$ cat src/rtl/dmem_write_arbiter.sv
// Write-port arbiter for the 8x16 data memory: pipeline stage-3 writes versus
// loader/debug writes buffered in a one-entry holding register.
module dmem_write_arbiter #(
  parameter int unsigned DW       = 16,
  parameter int unsigned AW       = 3,
  parameter int unsigned MAX_WAIT = 3
) (
  input  logic          clk,
  input  logic          rst_n,
  input  logic          cpu_req,
  input  logic [AW-1:0] cpu_add,
  input  logic [DW-1:0] cpu_data,
  output logic          cpu_stall,
  input  logic          tb_req,
  input  logic [AW-1:0] tb_add,
  input  logic [DW-1:0] tb_data,
  output logic          tb_busy,
  output logic          tb_drop,
  output logic          mem_en,
  output logic [AW-1:0] mem_add,
  output logic [DW-1:0] mem_data,
  output logic          grant_src
);

  localparam logic [3:0] MaxWait = 4'(MAX_WAIT);

  typedef enum logic [1:0] {StEmpty, StHeld, StForce} state_e;

  state_e        state_q, state_d;
  logic [3:0]    wait_cnt_q, wait_cnt_d;
  logic [AW-1:0] hold_add_q, hold_add_d;
  logic [DW-1:0] hold_data_q, hold_data_d;
  logic          tb_drop_q, tb_drop_d;
  logic          mem_en_q, mem_en_d;
  logic [AW-1:0] mem_add_q, mem_add_d;
  logic [DW-1:0] mem_data_q, mem_data_d;
  logic          grant_src_q;
  logic          grant_cpu, grant_tb, addr_hit;

  assign addr_hit = (cpu_add == hold_add_q);

  always_comb begin
    state_d     = state_q;
    wait_cnt_d  = wait_cnt_q;
    hold_add_d  = hold_add_q;
    hold_data_d = hold_data_q;
    grant_cpu   = 1'b0;
    grant_tb    = 1'b0;
    tb_drop_d   = 1'b0;
    cpu_stall   = 1'b0;
    unique case (state_q)
      StEmpty: begin
        grant_cpu = cpu_req;
        // A freshly accepted loader write waits at least one cycle for its grant.
        if (tb_req) begin
          state_d     = StHeld;
          wait_cnt_d  = 4'd0;
          hold_add_d  = tb_add;
          hold_data_d = tb_data;
        end
      end
      StHeld: begin
        if (!cpu_req) begin
          grant_tb   = 1'b1;
          state_d    = StEmpty;
          wait_cnt_d = 4'd0;
        end else if (addr_hit) begin
          grant_cpu  = 1'b1;
          tb_drop_d  = 1'b1;
          state_d    = StEmpty;
          wait_cnt_d = 4'd0;
        end else begin
          grant_cpu = 1'b1;
          if (wait_cnt_q < MaxWait) wait_cnt_d = wait_cnt_q + 4'd1;
          if (wait_cnt_q + 4'd1 >= MaxWait) state_d = StForce;
        end
      end
      StForce: begin
        // Same-address pipeline write is newer, so it still beats a forced loader write.
        if (cpu_req && addr_hit) begin
          grant_cpu = 1'b1;
          tb_drop_d = 1'b1;
        end else begin
          grant_tb  = 1'b1;
          cpu_stall = cpu_req;
        end
        state_d    = StEmpty;
        wait_cnt_d = 4'd0;
      end
      default: begin
        state_d    = StEmpty;
        wait_cnt_d = 4'd0;
      end
    endcase
  end

  always_comb begin
    mem_en_d   = grant_cpu | grant_tb;
    mem_add_d  = grant_tb ? hold_add_q  : cpu_add;
    mem_data_d = grant_tb ? hold_data_q : cpu_data;
  end

  always_ff @(posedge clk or negedge rst_n) begin
    if (!rst_n) begin
      state_q     <= StEmpty;
      wait_cnt_q  <= 4'd0;
      hold_add_q  <= '0;
      hold_data_q <= '0;
      tb_drop_q   <= 1'b0;
      mem_en_q    <= 1'b0;
      mem_add_q   <= '0;
      mem_data_q  <= '0;
      grant_src_q <= 1'b0;
    end else begin
      state_q     <= state_d;
      wait_cnt_q  <= wait_cnt_d;
      hold_add_q  <= hold_add_d;
      hold_data_q <= hold_data_d;
      tb_drop_q   <= tb_drop_d;
      mem_en_q    <= mem_en_d;
      if (mem_en_d) begin
        mem_add_q   <= mem_add_d;
        mem_data_q  <= mem_data_d;
        grant_src_q <= grant_tb;
      end
    end
  end

  assign tb_busy   = (state_q != StEmpty);
  assign tb_drop   = tb_drop_q;
  assign mem_en    = mem_en_q;
  assign mem_add   = mem_add_q;
  assign mem_data  = mem_data_q;
  assign grant_src = grant_src_q;

endmodule
$ cat config.mk
export PLATFORM = sky130hd
export DESIGN_NAME = dmem_write_arbiter
export DESIGN_NICKNAME = d
export VERILOG_FILES = /design/src/rtl/dmem_write_arbiter.sv
export SDC_FILE = /design/constraint.sdc
export NUM_CORES = 1
export LEC_CHECK = 0
export ABC_AREA = 1
export CAP_MARGIN = 20
export CORE_MARGIN = 4
export CORE_UTILIZATION = 31
export CTS_BUF_LIST = sky130_fd_sc_hd__clkbuf_16
export CTS_CLUSTER_SIZE = 24
export DETAILED_ROUTE_END_ITERATION = 10
export DONT_BUFFER_PORTS = 1
export GPL_ROUTABILITY_DRIVEN = 0
export GPL_TIMING_DRIVEN = 1
export HOLD_SLACK_MARGIN = 0.15
export PLACE_DENSITY = 0.45
export SLEW_MARGIN = 30
export SYNTH_ARGS = -nofsm -noshare
export SYNTH_HDL_FRONTEND = slang
export SYNTH_SLANG_ARGS = --single-unit
$ cat constraint.sdc
create_clock -name clk -period 2.28 [get_ports clk]
set_clock_uncertainty 0.2 [all_clocks]
set_input_delay 0.228 -clock clk [delete_from_list [all_inputs] [get_ports clk]]
set_output_delay 0.228 -clock clk [all_outputs]
set_load 0.005 [all_outputs]
; ---- After elaboration in Yosys (flattened, before gate mapping)
; Index checks and enable logic that the tools add are counted.
; W data, S select, Z words.
[classes]
addsub = 1
mul = 0
div_mod_pow = 0
n_lt_le_gt_ge = 2
eq_ne = 6
shifts = 0
n_mux = 23
bitwise_logic = 1
reduce_logical = 6
[ops]
columns = operator, count
row1 = $mux W16, 1
row2 = $mux W4, 4
row3 = $mux W1, 8
row4 = $mux W2, 4
row5 = $ne A4 B4 Y1 const B, 2
row6 = $pmux W4 S2, 1
row7 = $reduce_and A2 Y1, 3
row8 = $add A4 B1 Y4 const B, 1
row9 = $ge A4 B2 Y1 const B, 1
row10 = $lt A4 B2 Y1 const B, 1
row11 = $pmux W1 S2, 2
row12 = $pmux W2 S2, 1
row13 = $eq A3 B3 Y1, 1
row14 = $mux W3, 1
row15 = $pmux W1 S3, 1
row16 = $eq A2 B1 Y1 const B, 1
row17 = $eq A2 B2 Y1 const B, 1
row18 = $logic_not A2 Y1, 1
row19 = $ne A2 B2 Y1 const B, 1
row20 = $reduce_bool A2 Y1, 1
row21 = $logic_and A1 B1 Y1, 1
row22 = $or A1 B1 Y1, 1
[word_totals]
reg_bits = 47
latchBits = 0
ramBits = 0
rom_bits = 0
in_bits = 42
output_inout_bits = 24
wordCells = 48
mem_count = 0

; ---- Longest topological paths before layout
[logic_depth]
depth_word = 6
ltp_mapped = 11
depth_no_buf = 11

; ---- Worst setup path after synthesis
; No wires, ideal clock.
[synth_timing]
kind = register to register
start = register state_q[1]
end = register mem_data_q[15], in the netlist mem_data[15]
arrival_ns = 1.453
t_required_ns = 2.015
slack_ns = 0.562
stages_incl_launch_ff = 11
path_buffers = 2
path_cell_list = dfrtp_1 > inv_1 > ha_1 > o21ai_1 > a21oi_2 > buf_4 > buf_4 > nand3_1 > nand2_1 > nand2_1 > nand2_1
[synth_between]
elab_chain_cells = 3
word_cells_on_any_way = 7
classes_between = eq/ne (2) / mux (3) / bitwise (1) / reduce/logical (1)
[synth_rtl]
columns = element, line
row1 = "start, declared", 29  ; state_e state_q, state_d;
row2 = "start signal, assigned", 105  ; state_q <= StEmpty;
row3 = "start signal, assigned", 115  ; state_q <= state_d;
row4 = "$eq A2 B2 Y1, or another cell as far along", 51  ; unique case (state_q)
row5 = $pmux W1 S3 or $pmux W1 S2 (tied branches), 51
row6 = $or A1 B1 Y1 or $mux W16 (tied branches), "98, 100"
row7 = "end signal, assigned", 123  ; mem_data_q <= mem_data_d;
row8 = "end, declared", 36  ; logic [DW-1:0] mem_data_q, mem_data_d;
; Parallel ways exist; a longest one is shown, timed or not.
; A chain may end at the register's enable or synchronous reset.

; ---- Worst setup path after layout
[layout_timing]
start = register wait_cnt_q[0]
end = register wait_cnt_q[2]
[layout_between]
elab_chain_cells = 5
word_cells_on_any_way = 8
classes_between = add/sub (1) / order compare (1) / eq/ne (1) / mux (4) / reduce/logical (1)
[layout_rtl]
columns = element, line
row1 = "start, declared", 30  ; logic [3:0] wait_cnt_q, wait_cnt_d;
row2 = "start signal, assigned", 116  ; wait_cnt_q <= wait_cnt_d;
row3 = $add A4 B1 Y4, 74  ; if (wait_cnt_q < MaxWait) wait_cnt_d = wait_cnt_q + 4'd1;
row4 = $mux W4, 74
row5 = $mux W4, 67  ; end else if (addr_hit) begin
row6 = $mux W4, 63  ; if (!cpu_req) begin
row7 = $pmux W4 S2, 51
; Parallel ways exist; a longest one is shown, timed or not. The select of a mux whose other input is x is not followed.

==> flow_metrics.env <==
export IMPL_grt_pass1_vias=2130
export IMPL_fin_crit_sh_pct=87.6
export IMPL_path_class="reg2reg"
export IMPL_ios=66
export IMPL_ctsRootBufferMaster="clkbuf_16"
export IMPL_dieWidth_microns=95.2
export IMPL_wirelength_met1_microns=2860
export IMPL_dr_pass1_iters=6
export IMPL_path_cells="ha_1 > nor2_1 > a21oi_1 > nand2_1 > a21boi_0 > dlygate4sd3_1"
export IMPL_antenna_found_initial=0
export IMPL_setup_tns_ns=0
export IMPL_drt_total_wl_microns=6300
export IMPL_leakagePower_uw=0.00163
export IMPL_yosysSeqAreaShare_pct=49.9
export IMPL_clock_fmax_mhz=500
export IMPL_clk_insertion_delay_late_ns=0.28
export IMPL_row_count=31
export IMPL_die_y_microns=95.2
export IMPL_layout_nets=400
export IMPL_drv_slew=0
export IMPL_synth_nets=358
export IMPL_slowest_stage="dlygate4sd3_1"
export IMPL_p_per_area_nw_per_um2=980
export IMPL_fin_crit_ns=2.00
export IMPL_post_route_drc_count=0
export IMPL_power_uw=2980
export IMPL_finalHoldViolCount=0
export IMPL_ir_drop_mv=0.388
export IMPL_fin_cells=452
export IMPL_syn_cell_area_sq_um=2360
export IMPL_placedCellCount=401
export IMPL_ys_types=21
export IMPL_die_area_sq_um=9060
export IMPL_io_buffers=0
export IMPL_cts_tree="yes"
export IMPL_cts_max_level=2
export IMPL_synthTopCellsByArea="dfrtp_1 50%, nand2_1 25%, nand3_1 8.9%"
export IMPL_synth_top_area_share_pct=49.9
export IMPL_cp_start_kind="flop"
export IMPL_diodes=0
export IMPL_viasPerCell=4.55
export IMPL_syn_area_per_cell_sq_um=7.60
export IMPL_worstMarginPinSlew_ns=0.413
export IMPL_worst_hold_path_type="in2reg"
export IMPL_syn_inst=310
export IMPL_first_iter_violations=91
export IMPL_mostFrequentLayoutCell="nand2_1"
export IMPL_outcome="finished, final reports clean"
export IMPL_overflow=0
export IMPL_setup_slack_ns=0.282
export IMPL_place_ws_ns=0.445
export IMPL_wl_met3_microns=417
export IMPL_clkSlewWorstSetupHoldPaths_ns=0.06
export IMPL_postRouteAntennaNets=0
export IMPL_wl_per_cell_microns=13.9
export IMPL_cts_path_max_buffers=2
export IMPL_start_util_pct=32.1
export IMPL_grt_pass1_wl_microns=10400
export IMPL_cts_sinks=47
export IMPL_relSlewSlack_pct=72.4
export IMPL_hpwl_microns=4190
export IMPL_yosysWarningCount=0
export IMPL_rsz0062_at_grt="no"
export IMPL_track_usage_pct=14.7
export IMPL_top_layer_used="met4"
export IMPL_fill_cells=764
export IMPL_area_growth_pct=28.9
export IMPL_met2_wirelength_microns=2930
export IMPL_final_cell_mix="157 x nand2_1, 47 x dfrtp_1, 42 x nand3_1, 42 x dlygate4sd3_1, 19 x inv_1"
export IMPL_drv_cap=0
export IMPL_max_stage_delay_ns=0.55
export IMPL_cp_max_fo=5
export IMPL_cts_made_buffers=5
export IMPL_setup_viol=0
export IMPL_ys_seq_elements=47
export IMPL_grt_max_degree=48
export IMPL_cts_resized=0
export IMPL_yosysTopAreaCell="dfrtp_1"
export IMPL_core_area_sq_um=7330
export IMPL_vias=2056
export IMPL_worstPathArrival_ns=1.96
export IMPL_crit_required_ns=2.24
export IMPL_drive_gt1_share_pct=4.82
export IMPL_cp_end_kind="flop"
## cell usage after synthesis
master,instances
nand2_2,1
o21ai_0,3
buf_2,7
dfrtp_1,47
inv_1,18
a21oi_1,1
nand4_1,2
nor2_1,11
nand2_1,157
xnor2_2,1
nand3_1,42
clkbuf_1,3
buf_6,2
ha_1,6
a21boi_0,1
xor2_1,1
nand4_2,1
nand3b_1,1
o21ai_1,1
buf_4,3
a21oi_2,1
## path summary, 6_finish.rpt
path / end / slack, ns / cells past startpoint / startpoint
min in group asynchronous: hold_data_q[9] / 0.27 / 2 / rst_n
setup / recovery: wait_cnt_q[2] / 0.28 / 6 / wait_cnt_q[0]
hold reg to reg: hold_data_q[15] / 0.28 / 2 / hold_data_q[15]
setup reg to reg: wait_cnt_q[2] / 0.28 / 6 / wait_cnt_q[0]
max in group asynchronous: mem_data[5] / 1.40 / 2 / rst_n
hold / removal: mem_add[0] / 0.16 / 6 / cpu_req
## area by class of cell
cell class,instances,area (sq um),area share (%)
Clock buffer,5,125,4.12
Inverter,18,67.6,2.22
Timing Repair Buffer,50,513,16.9
Tap cell,99,124,4.08
Sequential cell,47,1180,38.7
Multi-Input combinational cell,230,1020,33.6
Clock inverter,3,11.3,0.371
## per-layer routing
layer  GRT usage, %  vias to the layer above
met4           5.17                        0
met5              0                        -
met1           19.5                      956
li1               -                     1043
met3           4.34                        6
met2           22.9                       51
## power breakdown
| part | leakage [uW] | internal, uW | switching, uW |
|---|---|---|---|
| Sequential | 0.000586 | 1150 | 238 |
| Clock | 0.0000701 | 395 | 294 |
| Combinational | 0.000973 | 354 | 547 |
## critical path: cells and delay by family, from the launching register on
kind / cells / cell delay (ns)
buf+inv: 1 / 0.55
flops: 1 / 0.44
simple gates: 2 / 0.29
fa+ha+maj: 1 / 0.24
compound gates: 2 / 0.16
## kinds of logic (layout without fill, tap and decap cells)
family                     count (synthesis)  count (layout)  share of synthesized area (%)
xor gates and xnor gates                   2               2                           1.06
DFF                                       47              47                           49.9
and+or+nand+nor                          215             215                           37.3
buffers and inverters                     33              76                           6.74
AOI/OAI and AO/OA                          7               7                           1.75
adders and majority gates                  6               6                           3.19
## flip-flops by register name, summed over array words and instances, names as in the netlist
signal       cells
hold_add_q       3
grant_src        1
state_q          2
mem_add          3
mem_data        16
mem_en           1
tb_drop          1
wait_cnt_q       4
hold_data_q     16
## per-stage QoR
step	hold slack, ns	util (%)	cell area [sq um]
3_3_place_gp	-0.266	33.5	2450
2_1_floorplan	-0.268	-	2360
5_1_grt	0.189	41.4	3040
3_5_place_dp	-0.266	33.5	2450
6_report	0.161	41.4	3040
4_1_cts	0.160	41.4	3040
## timing repair
action / in CTS / in global routing
hold buffers: 43 / 0
endpoints found under the hold margin: 91 / 0
setup buffers: 0 / 0
Power figures use the tool's default switching activity.
